`config.mk`:
```
export PLATFORM = sky130hd
export DESIGN_NAME = od_line_ctrl
export DESIGN_NICKNAME = d
export VERILOG_FILES = /design/src/rtl/od_line_pkg.sv /design/src/rtl/sync_2ff.sv /design/src/rtl/od_line_ctrl.sv
export SDC_FILE = /design/constraint.sdc
export NUM_CORES = 1
export LEC_CHECK = 0
export CORE_MARGIN = 10
export CORE_UTILIZATION = 60
export CTS_CLUSTER_DIAMETER = 100
export DETAILED_ROUTE_END_ITERATION = 10
export PLACE_DENSITY = 0.82
export SYNTH_ARGS = -nofsm -noshare
export SYNTH_HDL_FRONTEND = slang
export SYNTH_HIERARCHICAL = 1
export SYNTH_SLANG_ARGS = --single-unit
```
`constraint.sdc`:
```
create_clock -name clk -period 2.85 [get_ports clk]
set_input_delay 0.57 -clock clk [delete_from_list [all_inputs] [get_ports clk]]
set_output_delay 0.57 -clock clk [all_outputs]
set_load 0.01 [all_outputs]
```
`src/rtl/od_line_pkg.sv`:
```
// rtl/od_line_pkg.sv - shared op encodings, state enum and helpers for the open-drain line sequencer
package od_line_pkg;

  localparam logic [1:0] OP_RESET = 2'b00;
  localparam logic [1:0] OP_WRITE = 2'b01;
  localparam logic [1:0] OP_READ  = 2'b10;

  typedef enum logic [1:0] {
    ST_IDLE,
    ST_LOW,
    ST_RELEASE,
    ST_RECOVER
  } state_e;

  function automatic int max3(input int a, input int b, input int c);
    int m;
    m = (a > b) ? a : b;
    return (m > c) ? m : c;
  endfunction

endpackage

```
`src/rtl/sync_2ff.sv`:
```
// rtl/sync_2ff.sv - two-flop synchronizer with asynchronous active-low reset to a chosen level
module sync_2ff #(
  parameter logic RESET_VAL = 1'b1
) (
  input  logic clk,
  input  logic resetn,
  input  logic d_i,
  output logic q_o
);

  logic meta_q;
  logic sync_q;

  always_ff @(posedge clk or negedge resetn) begin
    if (!resetn) begin
      meta_q <= RESET_VAL;
      sync_q <= RESET_VAL;
    end else begin
      meta_q <= d_i;
      sync_q <= meta_q;
    end
  end

  assign q_o = sync_q;

endmodule

```
`src/rtl/od_line_ctrl.sv`:
```
// rtl/od_line_ctrl.sv - 1-Wire style bit-slot sequencer driving an open-drain pad via output-enable only
module od_line_ctrl
  import od_line_pkg::*;
#(
  parameter int SLOT        = 840,
  parameter int W1_LOW      = 72,
  parameter int W0_LOW      = 720,
  parameter int SAMPLE      = 180,
  parameter int RST_LOW     = 5760,
  parameter int PRES_SAMPLE = 840,
  parameter int RST_TOTAL   = 11520,
  parameter int REC         = 60
) (
  input  logic       clk,
  input  logic       resetn,
  input  logic       cmd_valid,
  output logic       cmd_ready,
  input  logic [1:0] cmd_op,
  input  logic       cmd_bit,
  output logic       rsp_valid,
  output logic       rsp_bit,
  output logic       rsp_err,
  output logic       pin_oe,
  input  logic       pin_in
);

  localparam int CNT_MAX = max3(RST_TOTAL, SLOT, REC);
  localparam int CW      = $clog2(CNT_MAX + 1);

  localparam logic [CW-1:0] C_W1_LOW   = CW'(W1_LOW);
  localparam logic [CW-1:0] C_W0_LOW   = CW'(W0_LOW);
  localparam logic [CW-1:0] C_RST_LOW  = CW'(RST_LOW);
  localparam logic [CW-1:0] C_SLOT_M1  = CW'(SLOT - 1);
  localparam logic [CW-1:0] C_RST_M1   = CW'(RST_TOTAL - 1);
  localparam logic [CW-1:0] C_SAMPLE   = CW'(SAMPLE);
  localparam logic [CW-1:0] C_PRES_PT  = CW'(RST_LOW + PRES_SAMPLE);
  localparam logic [CW-1:0] C_REC_M1   = CW'(REC - 1);

  state_e        state_q;
  logic [CW-1:0] cnt_q;
  logic [1:0]    op_q;
  logic          bit_q;
  logic          sample_q;
  logic          pin_oe_q;
  logic          rsp_valid_q;
  logic          rsp_bit_q;
  logic          rsp_err_q;
  logic          line_s;

  logic [CW-1:0] lowlen_d;
  logic [CW-1:0] slot_end_d;
  logic [CW-1:0] samp_pt_d;

  sync_2ff #(.RESET_VAL(1'b1)) u_sync (
    .clk    (clk),
    .resetn (resetn),
    .d_i    (pin_in),
    .q_o    (line_s)
  );

  // Slot geometry depends only on the latched command, so it is stable for the whole slot.
  always_comb begin
    lowlen_d   = C_W1_LOW;
    slot_end_d = C_SLOT_M1;
    samp_pt_d  = C_SAMPLE;
    if (op_q == OP_RESET) begin
      lowlen_d   = C_RST_LOW;
      slot_end_d = C_RST_M1;
      samp_pt_d  = C_PRES_PT;
    end else if (op_q == OP_WRITE && !bit_q) begin
      lowlen_d   = C_W0_LOW;
    end
  end

  always_ff @(posedge clk or negedge resetn) begin
    if (!resetn) begin
      state_q     <= ST_IDLE;
      cnt_q       <= '0;
      op_q        <= OP_RESET;
      bit_q       <= 1'b0;
      sample_q    <= 1'b1;
      pin_oe_q    <= 1'b0;
      rsp_valid_q <= 1'b0;
      rsp_bit_q   <= 1'b0;
      rsp_err_q   <= 1'b0;
    end else begin
      rsp_valid_q <= 1'b0;
      case (state_q)
        ST_IDLE: begin
          if (cmd_valid) begin
            op_q  <= cmd_op;
            bit_q <= cmd_bit;
            cnt_q <= '0;
            // Never drive a line that is already low or for an undefined op.
            if (!line_s || cmd_op == 2'b11) begin
              rsp_valid_q <= 1'b1;
              rsp_err_q   <= 1'b1;
              rsp_bit_q   <= line_s;
            end else begin
              state_q  <= ST_LOW;
              pin_oe_q <= 1'b1;
            end
          end
        end
        ST_LOW, ST_RELEASE: begin
          if (cnt_q == samp_pt_d) begin
            sample_q <= line_s;
          end
          if (cnt_q == slot_end_d) begin
            state_q  <= ST_RECOVER;
            cnt_q    <= '0;
            pin_oe_q <= 1'b0;
          end else begin
            cnt_q <= cnt_q + CW'(1);
            if (state_q == ST_LOW && (cnt_q + CW'(1)) == lowlen_d) begin
              state_q  <= ST_RELEASE;
              pin_oe_q <= 1'b0;
            end
          end
        end
        ST_RECOVER: begin
          if (cnt_q == C_REC_M1) begin
            state_q     <= ST_IDLE;
            cnt_q       <= '0;
            rsp_valid_q <= 1'b1;
            rsp_bit_q   <= (op_q == OP_RESET) ? ~sample_q : sample_q;
            rsp_err_q   <= (op_q == OP_WRITE) && bit_q && !sample_q;
          end else begin
            cnt_q <= cnt_q + CW'(1);
          end
        end
        default: state_q <= ST_IDLE;
      endcase
    end
  end

  assign cmd_ready = (state_q == ST_IDLE);
  assign pin_oe    = pin_oe_q;
  assign rsp_valid = rsp_valid_q;
  assign rsp_bit   = rsp_bit_q;
  assign rsp_err   = rsp_err_q;

endmodule
```
* Word-level counts from Yosys, hierarchy flattened *
Cells that the tools add are included.

operators by class
  add/subtract/negate cells = 1
  muxes and demuxes = 32
  equality and inequality tests = 14
  bitwise logic cells = 1
  reductions and logical operators = 18

operators by type and width
  kind                     number
  $mux W14                 4
  $eq A14 B14 Y1           3
  $pmux W14 S3             1
  $mux W13                 2
  $add A14 B1 Y14 const B  1
  $eq A14 B6 Y1 const B    1
  $mux W1                  14
  $reduce_and A4 Y1        3
  $mux W10                 1
  $mux W2                  5
  $pmux W1 S2              4
  $eq A2 B2 Y1 const B     3
  $ne A2 B2 Y1 const B     3
  $pmux W2 S3              1
  $eq A2 B1 Y1 const B     2
  $logic_and A1 B1 Y1      4
  $logic_not A2 Y1         2
  $reduce_and A2 Y1        2
  $reduce_bool A2 Y1       2
  $logic_not A1 Y1         3
  $ne A3 B3 Y1 const B     1
  $ne A2 B1 Y1 const B     1
  $reduce_or A2 Y1         1
  $logic_or A1 B1 Y1       1
  $not A1 Y1               1

storage, ports and cells
  input bits = 7
  output and inout bits = 5
  logic and storage cells = 77
  bits in registers = 26

* Logic depth before layout (Yosys ltp) *
  depth in word-level cells = 9
  mapped depth = 9
  depth with buffers taken out = 7

* Modules after synthesis *
Netlist, hierarchy kept.

by module, submodules not included
  module        sequential area each (um^2)  area an instance (um^2)  cells each  instances
  od_line_ctrl  601.8                        1983.2                   237         1
  sync_2ff      52.6                         52.6                     2           1

* Least setup slack after synthesis *
OpenSTA, ideal clock, no wires.

  path kind = register to register
  start point = register cnt_q[0]
  end point = register pin_oe_q (netlist: pin_oe)
  required time = 2712 ps
  arrival = 2042 ps
  cell stages (with the launch flop) = 10
  slack = 670 ps
  clock period less this slack = 2180 ps
  path through = dfrtp_1 -> ha_1 -> buf_6 -> nand4_1 -> or3_1 -> clkbuf_1 -> xnor2_1 -> nand3_1 -> nor4b_2 -> a31oi_1

between the ends
  word-level cells in the longest chain between the ends = 5
  elaborated cells between the ends (all ways) = 8

RTL lines
  what                         line                 RTL
  from (decl)                  od_line_ctrl.sv:40   logic [CW-1:0] cnt_q;
  from (signal assigned)       od_line_ctrl.sv:114  cnt_q <= cnt_q + CW'(1);
  from (signal assigned)       od_line_ctrl.sv:129  cnt_q <= cnt_q + CW'(1);
  $add A14 B1 Y14              od_line_ctrl.sv:115  if (state_q == ST_LOW && (cnt_q + CW'(1)) == lowlen_d) begin
  $eq A14 B14 Y1               od_line_ctrl.sv:115
  $logic_and A1 B1 Y1          od_line_ctrl.sv:115
  $ne A3 B3 Y1 (no line)       -
  $reduce_and A4 Y1 (no line)  -
  to (signal assigned)         od_line_ctrl.sv:101  pin_oe_q <= 1'b1;
  to (signal assigned)         od_line_ctrl.sv:112  pin_oe_q <= 1'b0;
  to (signal assigned)         od_line_ctrl.sv:117  pin_oe_q <= 1'b0;
  to (decl)                    od_line_ctrl.sv:44   logic pin_oe_q;

Several ways; a longest one is shown, not always the timed one.
A chain may end at the register's enable or synchronous reset.

* Final worst setup path *
Same ends and word-level chain as after synthesis.

==> run_results.csv <==
group,metric,value,unit
synthesis,synth_nets,253,
synthesis,synth-seq-cells,26,
clocking,clock-root-buffer,"sky130_fd_sc_hd__clkbuf_4",
sta,clock.fmax,376,MHz
sta,total_count_of_hold_check_failures_in_the_final_report,0,
global_route,grt_usage,17.1,%
routing,route.detailed.vias_per_inst,6.45,
sta,final_min_period_over_clock_period,93.3,%
layout,drive_above_1_share,9.58,%
layout,design.final.nets,255,
sta,post-route-min-period,2.66,ns
synthesis,synth_area,0.00204,mm^2
sta,tightest_slew,0.613,ns
synthesis,synth_cells,239,
sta,rsz0062_at_grt,"false",
routing,drcViolationCount,0,
run,max_cap_violations,0,
routing,routed_wl,4980,um
synthesis,sequential_fraction_of_the_synthesis_area,32.1,%
routing,vias,1845,
routing,route.detailed.wl_per_inst,17.4,um
setup_path,setup.worst_path.start_class,"register",
synthesis,syn_avg_cell_area,8.52,um^2
routing,detail_route.iter0.violations,277,
die,design.die.area,0.00612,mm^2
clocking,cts_setup_buffers,0,
layout,final_common_cell,"sky130_fd_sc_hd__dfrtp_1",
global_route,first_global_vias,1752,
clocking,clock_sink_count,26,
status,run_status,"completed",
routing,first_pass_iters,4,
layout,leading_cell_types_in_the_layout_fill_and_taps_excluded,"23 x sky130_fd_sc_hd__dfrtp_1, 18 x sky130_fd_sc_hd__nor2_1, 17 x sky130_fd_sc_hd__nand3_1",
global_route,wire_length_of_the_first_global_routing_pass,8760,um
clocking,number_of_levels_in_the_clock_h_tree,1,
clocking,worst_case_clock_buffer_depth,2,
synthesis,synth_cell_types,55,
placed_design,pre_cts_ws,0.259,ns
sta,final_ws_setup,0.191,ns
sta,timing.clock.skew,0.00357,ns
setup_path,crit_path_capture_type,"register",
placed_design,post-dp-hpwl,3720,um
sta,final.setup.tns,0,ns
setup_path,timing.setup.critical_path_class,"reg2reg",
global_route,antenna_found_initial,0,
placed_design,quantity_of_i_o_buffers_inserted_on_ports,11,
placed_design,gpl.final_weighted_congestion,1.01,
synthesis,dominantRegCellSynth,"sky130_fd_sc_hd__dfrtp_1",
sta,slew_viol_final,0,
power_and_ir_drop,max-vdd-ir-drop,0.000238,V
die,initial_utilization,61.5,%
power_and_ir_drop,power.leakage,0.000861,uW
global_route,total_overflow_reported_by_the_global_router,0,
clocking,cts_tree,"yes",
die,design.core.area,0.00331,mm^2
layout,area.growth.synth_to_final,7.01,%
routing,antenna_left,0,
setup_path,worst-endpoint-arrival,2.88,ns
synthesis,postSynth.asyncResetShare,100,%
clocking,worstSkewPairLatency,0.33,ns
clocking,tritoncts.num_buffers,3,
die,boundaryPins,12,
global_route,grt_start_max_net_pins,27,
worst_hold_path,worstHoldPathType,"reg2reg",
layout,fillCellCount,286,
power_and_ir_drop,power_density_normalized_to_cell_area,301,mW/mm^2
synthesis,ys_warn_count,6,
clocking,clock_pin_slew_on_the_worst_setup_and_hold_paths,0.15,ns
layout,n_antenna_cell,0,
sta,count_of_endpoints_failing_setup_in_the_final_report,0,
die,std_cell_rows,21,
sta,slew-limit-headroom,59.0,%
clocking,cts_hold_buffers,0,
clocking,gates_resized_cts_repair,0,
die,die_height,78.3,um
setup_path,timing.critical_path.required,3.07,ns
synthesis,synth_edf_count,0,
setup_path,crit_fanout,8,
die,die_x,78.3,um
## synthesized netlist by cell type, types with 7 or more instances
cell type                 count  area share [%]
sky130_fd_sc_hd__dfrtp_1     23              28
sky130_fd_sc_hd__nand2_1     14             2.6
sky130_fd_sc_hd__buf_2        7             1.7
sky130_fd_sc_hd__a21oi_1     14             3.4
sky130_fd_sc_hd__o21ai_1     10             2.5
sky130_fd_sc_hd__nand3_1     17             4.2
sky130_fd_sc_hd__inv_1       11             2.0
sky130_fd_sc_hd__a22o_1       8             3.4
sky130_fd_sc_hd__nand4_1      8             2.5
sky130_fd_sc_hd__ha_1         7             4.3
sky130_fd_sc_hd__nor3_1       8             2.0
sky130_fd_sc_hd__xnor2_1     10             4.3
sky130_fd_sc_hd__nor2_1      18             3.3
## layer usage
layer	track usage (%)	routed length [um]	vias to the layer above
met2	26.8	2310	78
met1	22.7	2260	891
met3	4.56	366	6
met4	4.48	36	0
li1	-	-	870
met5	0	0	-
## worst max-delay path: stages, from the launching register on
cell and delay, ns:
sky130_fd_sc_hd__dfrtp_1 0.52, sky130_fd_sc_hd__ha_1 0.37, sky130_fd_sc_hd__nand4_1 0.24, sky130_fd_sc_hd__or3_1 0.51, sky130_fd_sc_hd__xnor2_1 0.20, sky130_fd_sc_hd__nand3_1 0.14, sky130_fd_sc_hd__nor4b_2 0.42, sky130_fd_sc_hd__a31oi_1 0.15
## cells by family (layout without fill, tap and decap cells)
kind of cell	Yosys count	in the layout	synth area share (%)
buf+inv	29	30	7.31
simple gates	102	102	28.9
fa+ha+maj	7	7	4.30
flops	26	26	32.1
xor+xnor	11	11	4.73
compound gates	58	58	19.4
mux	6	6	3.20
## cell type report
type	instances	area (um^2)	area share, %
Sequential cell	26	654	30.0
Inverter	11	41.3	1.90
Multi-Input combinational cell	184	1230	56.6
Tap cell	46	57.6	2.64
Timing Repair Buffer	15	140	6.43
Clock buffer	3	22.5	1.03
Clock inverter	1	30.0	1.38
## stage by stage
| step | instance area (um^2) | power (uW) | utilization (%) | hold WS [ns] | instances |
|---|---|---|---|---|---|
| after floorplan | 2040 | 380 | - | 0.274 | 239 |
| after global placement | 2130 | 398 | 64.2 | 0.348 | 282 |
| after detailed placement | 2130 | 399 | 64.2 | 0.349 | 282 |
| after CTS | 2180 | 666 | 65.8 | 0.370 | 286 |
| after global routing | 2180 | 680 | 65.8 | 0.377 | 286 |
| final | 2180 | 655 | 65.8 | 0.367 | 286 |
## registers in the layout (all words and copies together) (netlist names)
register / count
u_sync/meta_q: 1
rsp_bit: 1
state_q: 2
rsp_err: 1
op_q: 2
pin_oe: 1
bit_q: 1
u_sync/q_o: 1
rsp_valid: 1
cnt_q: 14
sample_q: 1
## path summary, 6_finish.rpt
check / start / end / slack (ns) / cells past startpoint
max: cnt_q[0]$_DFFE_PN0N_ / pin_oe$_DFFE_PN0P_ / 0.19 / 7
min in group asynchronous: resetn / cnt_q[8]$_DFFE_PN0N_ / 0.59 / 2
max in group asynchronous: resetn / u_sync/meta_q$_DFF_PN1_ / 1.96 / 2
min: u_sync/meta_q$_DFF_PN1_ / u_sync/q_o$_DFF_PN1_ / 0.37 / 0
max reg2reg: cnt_q[0]$_DFFE_PN0N_ / pin_oe$_DFFE_PN0P_ / 0.19 / 7
min reg2reg: u_sync/meta_q$_DFF_PN1_ / u_sync/q_o$_DFF_PN1_ / 0.37 / 0
## power breakdown
| part | internal, uW | total (uW) | switching [uW] |
|---|---|---|---|
| logic | 8.91 | 18.9 | 9.95 |
| registers | 372 | 372 | 0.629 |
| clock network | 142 | 263 | 121 |
(Power assumes the default switching activity.)
